--- config.mk ---
export PLATFORM = sky130hd
export DESIGN_NAME = frac_lutk_cfg_tile_flat
export DESIGN_NICKNAME = d
export VERILOG_FILES = /design/src/rtl/frac_lutk_cfg_tile_if.sv /design/src/rtl/frac_lutk_cfg_tile.sv /design/src/flat_wrapper.sv
export SDC_FILE = /design/constraint.sdc
export NUM_CORES = 1
export LEC_CHECK = 0
export ABC_AREA = 1
export CAP_MARGIN = 25
export CELL_PAD_IN_SITES_DETAIL_PLACEMENT = 2
export CELL_PAD_IN_SITES_GLOBAL_PLACEMENT = 2
export CORE_AREA = 2 2 69 64
export DETAILED_ROUTE_END_ITERATION = 12
export DIE_AREA = 0 0 71 66
export GPL_TIMING_DRIVEN = 0
export PLACE_DENSITY_LB_ADDON = 0.1
export SKIP_LAST_GASP = 1
export SYNTH_ARGS = -nofsm -noshare
export SYNTH_HDL_FRONTEND = slang
export SYNTH_SLANG_ARGS = --single-unit
--- constraint.sdc ---
create_clock -name prog_clk -period 1.25 [get_ports prog_clk]
set_input_delay 0.25 -clock prog_clk [delete_from_list [all_inputs] [get_ports prog_clk]]
set_output_delay 0.25 -clock prog_clk [all_outputs]
set_load 0.01 [all_outputs]
--- src/rtl/frac_lutk_cfg_tile_if.sv ---
// frac_lutk_cfg_tile_if: configuration-chain and LUT signal bundle for frac_lutk_cfg_tile (cfg_err only with FRAC_LUT_CFG_PARITY_EN)
interface frac_lutk_cfg_tile_if #(parameter int K = 4);
    localparam int NSRAM = 1 << K;
`ifdef FRAC_LUT_CFG_PARITY_EN
    localparam int N = NSRAM + 2;
`else
    localparam int N = NSRAM + 1;
`endif
    localparam int CW = $clog2(N + 1);
    logic          ccff_en;
    logic          ccff_head;
    logic [0:K-1]  frac_lut_in;
    logic          ccff_tail;
    logic [0:1]    frac_lut_lutk1_out;
    logic          frac_lut_lutk_out;
    logic [CW-1:0] cfg_count;
    logic          cfg_done;
`ifdef FRAC_LUT_CFG_PARITY_EN
    logic          cfg_err;
    modport master (output ccff_en, ccff_head, frac_lut_in,
                    input ccff_tail, frac_lut_lutk1_out, frac_lut_lutk_out, cfg_count, cfg_done, cfg_err);
    modport slave  (input ccff_en, ccff_head, frac_lut_in,
                    output ccff_tail, frac_lut_lutk1_out, frac_lut_lutk_out, cfg_count, cfg_done, cfg_err);
`else
    modport master (output ccff_en, ccff_head, frac_lut_in,
                    input ccff_tail, frac_lut_lutk1_out, frac_lut_lutk_out, cfg_count, cfg_done);
    modport slave  (input ccff_en, ccff_head, frac_lut_in,
                    output ccff_tail, frac_lut_lutk1_out, frac_lut_lutk_out, cfg_count, cfg_done);
`endif
endinterface

--- src/rtl/frac_lutk_cfg_tile.sv ---
// frac_lutk_cfg_tile: K-input fracturable LUT with counted config shift chain; FRAC_LUT_CFG_PARITY_EN adds an even-parity bit and cfg_err
module frac_lutk_cfg_tile #(
    parameter int K = 4
) (
    input logic                  prog_clk,
    input logic                  pReset,
    frac_lutk_cfg_tile_if.slave  bus
);
    localparam int NSRAM = 1 << K;
`ifdef FRAC_LUT_CFG_PARITY_EN
    localparam int N = NSRAM + 2;
`else
    localparam int N = NSRAM + 1;
`endif
    localparam int CW = $clog2(N + 1);

    logic [0:N-1]     r_mem;
    logic [CW-1:0]    r_cnt;
    logic             r_tail;
    logic [0:NSRAM-1] w_sram;
    logic [K-1:0]     w_idx;
    logic [K-2:0]     w_idx_h;
    logic             w_mode;
    logic             w_done;
    logic             w_err;
    logic             w_gate;

    // Chain shifts toward mem[N-1]; the count saturates at N so extra shifts only pass data through; tail is an extra flop behind mem[N-1]
    always_ff @(posedge prog_clk) begin
        if (pReset) begin
            r_mem  <= '0;
            r_cnt  <= '0;
            r_tail <= 1'b0;
        end else begin
            r_tail <= r_mem[N-1];
            if (bus.ccff_en) begin
                r_mem <= {bus.ccff_head, r_mem[0:N-2]};
                if (r_cnt != CW'(N))
                    r_cnt <= r_cnt + 1'b1;
            end
        end
    end

    // Input bus is LSB-at-[0]; reorder into a numeric index
    always_comb begin
        w_idx = '0;
        for (int i = 0; i < K; i++)
            w_idx[i] = bus.frac_lut_in[i];
    end

    assign w_sram  = r_mem[0:NSRAM-1];
    assign w_mode  = r_mem[NSRAM];
    assign w_idx_h = w_idx[K-2:0];
    assign w_done  = r_cnt == CW'(N);
`ifdef FRAC_LUT_CFG_PARITY_EN
    assign w_err       = w_done & ^r_mem;
    assign bus.cfg_err = w_err;
`else
    assign w_err = 1'b0;
`endif
    assign w_gate = w_done & ~w_err;

    // LUT read: mode 0 uses the whole table, mode 1 splits it into two halves sharing the low K-1 inputs
    always_comb begin
        bus.frac_lut_lutk_out     = w_gate & ~w_mode & w_sram[w_idx];
        bus.frac_lut_lutk1_out[0] = w_gate & w_mode & w_sram[{1'b0, w_idx_h}];
        bus.frac_lut_lutk1_out[1] = w_gate & w_mode & w_sram[{1'b1, w_idx_h}];
    end

    assign bus.ccff_tail = r_tail;
    assign bus.cfg_count = r_cnt;
    assign bus.cfg_done  = w_done;
endmodule

--- src/flat_wrapper.sv ---
// flat-port wrapper written by rule: the top's interface ports become plain ports
module frac_lutk_cfg_tile_flat 
#(
    parameter int K = 4
)
  (prog_clk, pReset, bus_ccff_en, bus_ccff_head, bus_frac_lut_in, bus_ccff_tail, bus_frac_lut_lutk1_out, bus_frac_lut_lutk_out, bus_cfg_count, bus_cfg_done);
  frac_lutk_cfg_tile_if #(.K(K)) bus_i ();
  input logic prog_clk;
  input logic pReset;
  input wire logic [$bits(bus_i.ccff_en)-1:0] bus_ccff_en;
  input wire logic [$bits(bus_i.ccff_head)-1:0] bus_ccff_head;
  input wire logic [$bits(bus_i.frac_lut_in)-1:0] bus_frac_lut_in;
  output wire logic [$bits(bus_i.ccff_tail)-1:0] bus_ccff_tail;
  output wire logic [$bits(bus_i.frac_lut_lutk1_out)-1:0] bus_frac_lut_lutk1_out;
  output wire logic [$bits(bus_i.frac_lut_lutk_out)-1:0] bus_frac_lut_lutk_out;
  output wire logic [$bits(bus_i.cfg_count)-1:0] bus_cfg_count;
  output wire logic [$bits(bus_i.cfg_done)-1:0] bus_cfg_done;
  assign bus_i.ccff_en = bus_ccff_en;
  assign bus_i.ccff_head = bus_ccff_head;
  assign bus_i.frac_lut_in = bus_frac_lut_in;
  assign bus_ccff_tail = bus_i.ccff_tail;
  assign bus_frac_lut_lutk1_out = bus_i.frac_lut_lutk1_out;
  assign bus_frac_lut_lutk_out = bus_i.frac_lut_lutk_out;
  assign bus_cfg_count = bus_i.cfg_count;
  assign bus_cfg_done = bus_i.cfg_done;
  frac_lutk_cfg_tile #(.K(K)) u_core (.prog_clk(prog_clk), .pReset(pReset), .bus(bus_i));
endmodule
==> PnR_summary.wiki, run 1 <==
{| class="wikitable"
! Metric !! Value
|-
| Time the final worst path needs with I/O delays and setup || 1560 ps
|-
| Detailed placement HPWL || 2.29 mm
|-
| Starting density of the core || 27.0%
|-
| CTS Root Cell || clkbuf_8
|-
| Post-Synthesis Cell Area || 1080 um^2
|-
| Register bit total from synthesis || 23
|-
| Average routed wire per standard cell || 14.5 um
|-
| Final ANT Viol Nets || 0
|-
| Worst endpoint required time || 1000 ps
|-
| Number of max-slew violations in the final report || 0
|-
| Max Clock Freq || 643 MHz
|-
| Setup repair after global routing missed its margin || true
|-
| Die span in x || 71 um
|-
| Area inside the core boundary || 3990 um^2
|-
| IO buf count || 15
|-
| Count of mapped cells out of synthesis || 153
|-
| GP Congestion || 0.761
|-
| Endpoints failing setup || 5
|-
| Cell area after layout || 1430 um^2
|-
| Pre-CTS worst setup slack || -963 ps
|-
| Critical Path Fanout Max || 4
|-
| Type of element capturing the critical path || output port
|-
| Final Hold Viols || 0
|-
| Number of global-route vias before repair || 1073
|-
| Result of the run || complete, but fails checks
|-
| Depth of the CTS H-tree || 1
|-
| Final setup TNS || -1050 ps
|-
| Drt first-iter violations || 41
|-
| Delay-heaviest family, CP || flip-flops
|-
| Placed cells || 216
|-
| Antenna violations before repair || 0
|-
| Insertion delay to the later sink of the worst-skew pair || 270 ps
|-
| Cell count of the worst hold path || 3
|-
| Setup WS post-layout || -306 ps
|-
| Worst reg2reg endpoint || u_core.bus.cfg_count[3]
|-
| Number of standard cells in the final layout excluding fillers || 224
|-
| Antenna cells || 0
|-
| Slowest CP cell || dfxtp_2
|-
| Area of the die || 4690 um^2
|-
| Clock buffers created by TritonCTS || 3
|-
| Setup slack, reg-to-reg || -30 ps
|-
| Chip Height || 66 um
|-
| Worst Setup Start Kind || flip-flop
|-
| Clock slew at reported path FFs || 80 ps
|-
| Number of placed I/O pins || 18
|-
| Leakage power of the design || 0.666 nW
|-
| Global-route wire length before repair || 5.37 mm
|-
| Peak supply drop || 0.762 mV
|-
| CP Data Arrival Time || 1310 ps
|-
| Relative max-transition margin || 68.9%
|-
| Destination of the worst hold path || u_core.bus.cfg_count[1]
|-
| Number of vias per cell || 4.80
|-
| Number of sinks handled by clock tree synthesis || 23
|-
| Max-capacitance violation count || 0
|-
| Setup CP Type || reg2out
|-
| Share of the clock period used by the worst path || 125%
|-
| Distinct cells, synth || 22
|-
| Post-detailed-routing wire length || 3.24 mm
|-
| Fraction of layout cells with a size suffix above 1 || 30.7%
|-
| Layout-stage area growth over the synthesis result || 33.3%
|-
| Clk buf depth || 2
|-
| Pwr Total || 1.54 mW
|-
| Count of warnings emitted by yosys || 0
|-
| Startpoint of the lowest-slack register-to-register path || u_core.bus.cfg_count[1]
|-
| Stage delay of the slowest cell on the critical path || 330 ps
|-
| List of cells traversed by the critical path || inv_2 -> ha_4 -> nand2_2 -> inv_2 -> nand2_4 -> nor2_2 -> nand2_1 -> nor2_2 -> buf_2
|-
| Fraction of post-synthesis cell area in the top cell type by area || 42.8%
|-
| Via count of the routed design || 1076
|-
| P per Cell Area || 1070 nW/um^2
|-
| Area contributors post-synth || dfxtp_1 (43%), a21oi_1 (9.3%), nand2_1 (9.1%), inv_1 (8.4%), o21ai_0 (7.9%)
|-
| Average cell area after synthesis || 7.03 um^2
|-
| Failing checks || setup timing
|-
| Number of search-and-repair iterations in the first detailed-routing pass || 4
|-
| Worst path buffer plus inverter count || 3
|-
| Slew at the pin with the worst max-slew slack || 466 ps
|-
| Biggest area consumer among synthesized cells || dfxtp_1
|-
| Number of hold-repair buffers added at the cts stage || 0
|-
| DRC violation count after routing || 0
|-
| Post-Place Cell Area || 1300 um^2
|-
| Length in cells of the worst reg-to-reg path || 10
|-
| Layout net count || 187
|-
| Worst hold-check path type || in2reg
|-
| Maximum number of pins on one net before global-route repair || 13
|-
| Total number of placement rows || 22
|-
| Share of synthesized area occupied by flip-flops and latches || 42.8%
|-
| Clock tree skew after final layout || 4.47 ps
|-
| Synthesized netlist net count || 163
|-
| Total Routing Usage GR || 14.8%
|-
| Overall overflow remaining after global route || 0
|-
| Clock tree from TritonCTS || done
|-
| Hold Crit Start || bus_ccff_en
|}
[layout make-up]
cell class | instances | area, um^2
Fill cell | 482 | 2560
Multi-Input combinational cell | 97 | 534
Sequential cell | 23 | 482
Timing Repair Buffer | 19 | 168
Inverter | 26 | 103
Tap cell | 48 | 60.1
Clock buffer | 4 | 45.0
Buffer | 7 | 42.5
[layout by cell type (no fill, tap or decap), types with 2 or more instances in the layout]
cell type and count:
clkbuf_1 2, nand2_1 23, nor2_1 5, xor2_1 2, a21oi_1 20, inv_4 2
clkbuf_8 3, buf_4 3, inv_2 5, nand3_1 11, dfxtp_2 11, dfxtp_4 2
o21ai_1 3, dlygate4sd2_1 5, dfxtp_1 10, buf_6 4, o21ai_2 2, nand2_2 3
nand2_4 2, o21ai_0 15, inv_1 19, clkdlybuf4s50_1 3, buf_2 6, nor2_2 5
[where the power goes]
group	switching (mW)	leakage, nW	internal [mW]
Sequential	0.0268	0.195	0.777
Combinational	0.154	0.448	0.0999
Clock	0.250	0.0228	0.228
Total	0.431	0.666	1.11
[how the worst max path moves through the flow]
stage	cells past startpoint	slack [ps]	endpoint	start
after floorplan	6	-30	bus_frac_lut_lutk1_out[0]	u_core.bus.cfg_count[1]
after detailed placement	8	-960	bus_frac_lut_lutk1_out[1]	bus_frac_lut_in[2]
after CTS	9	-330	bus_frac_lut_lutk_out	u_core.bus.cfg_count[1]
after global placement	8	-950	bus_frac_lut_lutk1_out[1]	bus_frac_lut_in[2]
final	9	-310	bus_frac_lut_lutk_out	u_core.bus.cfg_count[1]
after global routing	9	-430	bus_frac_lut_lutk_out	u_core.r_mem[0]
[registers in the layout, summed over array words and instances, names as in the netlist]
name	count
u_core.bus.ccff_tail	1
u_core.bus.cfg_count	5
u_core.r_mem	17
[timing repair]
item                                    4_1_cts  5_1_grt
endpoints found under the setup margin       22        8
pin swaps                                     3        8
gates resized for setup                      45       21
buffers inserted                              4        0
[logic make-up after synthesis]
logic type / count (synthesis) / synth area share, %
AND/OR/NAND/NOR: 53 / 21.5
AO/OA/AOI/OAI: 40 / 18.6
buffers and inverters: 33 / 13.1
flip-flops: 23 / 42.8
XOR/XNOR: 2 / 1.63
adder cells (fa/ha/maj): 2 / 2.33
[synth_stat cells]
master     n
a21oi_1   20
and3_1     1
buf_2      3
buf_6      1
clkbuf_1   2
clkbuf_4   1
dfxtp_1   23
ha_1       2
inv_1     24
inv_2      1
inv_4      1
nand2_1   26
nand2_2    1
nand2_4    1
nand3_1   11
nand4_1    1
nor2_1    10
nor2_2     1
nor3_1     1
o21ai_0   17
o21ai_1    3
xor2_1     2
[worst register-to-register path, stage by stage (launching register included)]
cell     delay [ps]
dfxtp_2         340
inv_2            50
ha_4            150
nand2_2          60
inv_2            40
nand2_4          90
buf_6           120
nand2_4          70
nor2_4          120
o21ai_1          60
a21oi_1         120
[through the flow]
| step | hold slack (ps) | util [%] |
|---|---|---|
| 2_1_floorplan | 319 | - |
| 3_3_place_gp | 457 | 32.5 |
| 3_5_place_dp | 473 | 32.5 |
| 4_1_cts | 352 | 34.9 |
| 5_1_grt | 386 | 35.9 |
| 6_report | 372 | 35.9 |
[per-layer routing]
layer | global-route usage, % | routed length [um] | vias to the layer above
met4 | 3.54 | 19 | 0
li1 | - | - | 535
met2 | 24.3 | 1540 | 19
met3 | 3.66 | 108 | 2
met1 | 19.5 | 1570 | 520
met5 | 0 | 0 | -
Note: power is estimated with default switching activity, not from simulation.
==> inputs of run 2 (changes only) <==
--- a/config.mk
+++ b/config.mk
@@ -6,7 +6,7 @@
 export NUM_CORES = 1
 export LEC_CHECK = 0
 export ABC_AREA = 1
-export CAP_MARGIN = 25
+export CAP_MARGIN = 20
 export CELL_PAD_IN_SITES_DETAIL_PLACEMENT = 2
 export CELL_PAD_IN_SITES_GLOBAL_PLACEMENT = 2
 export CORE_AREA = 2 2 69 64
==> results of run 2 <==
Final layout, timing and power as in run 1 (identical DEF).
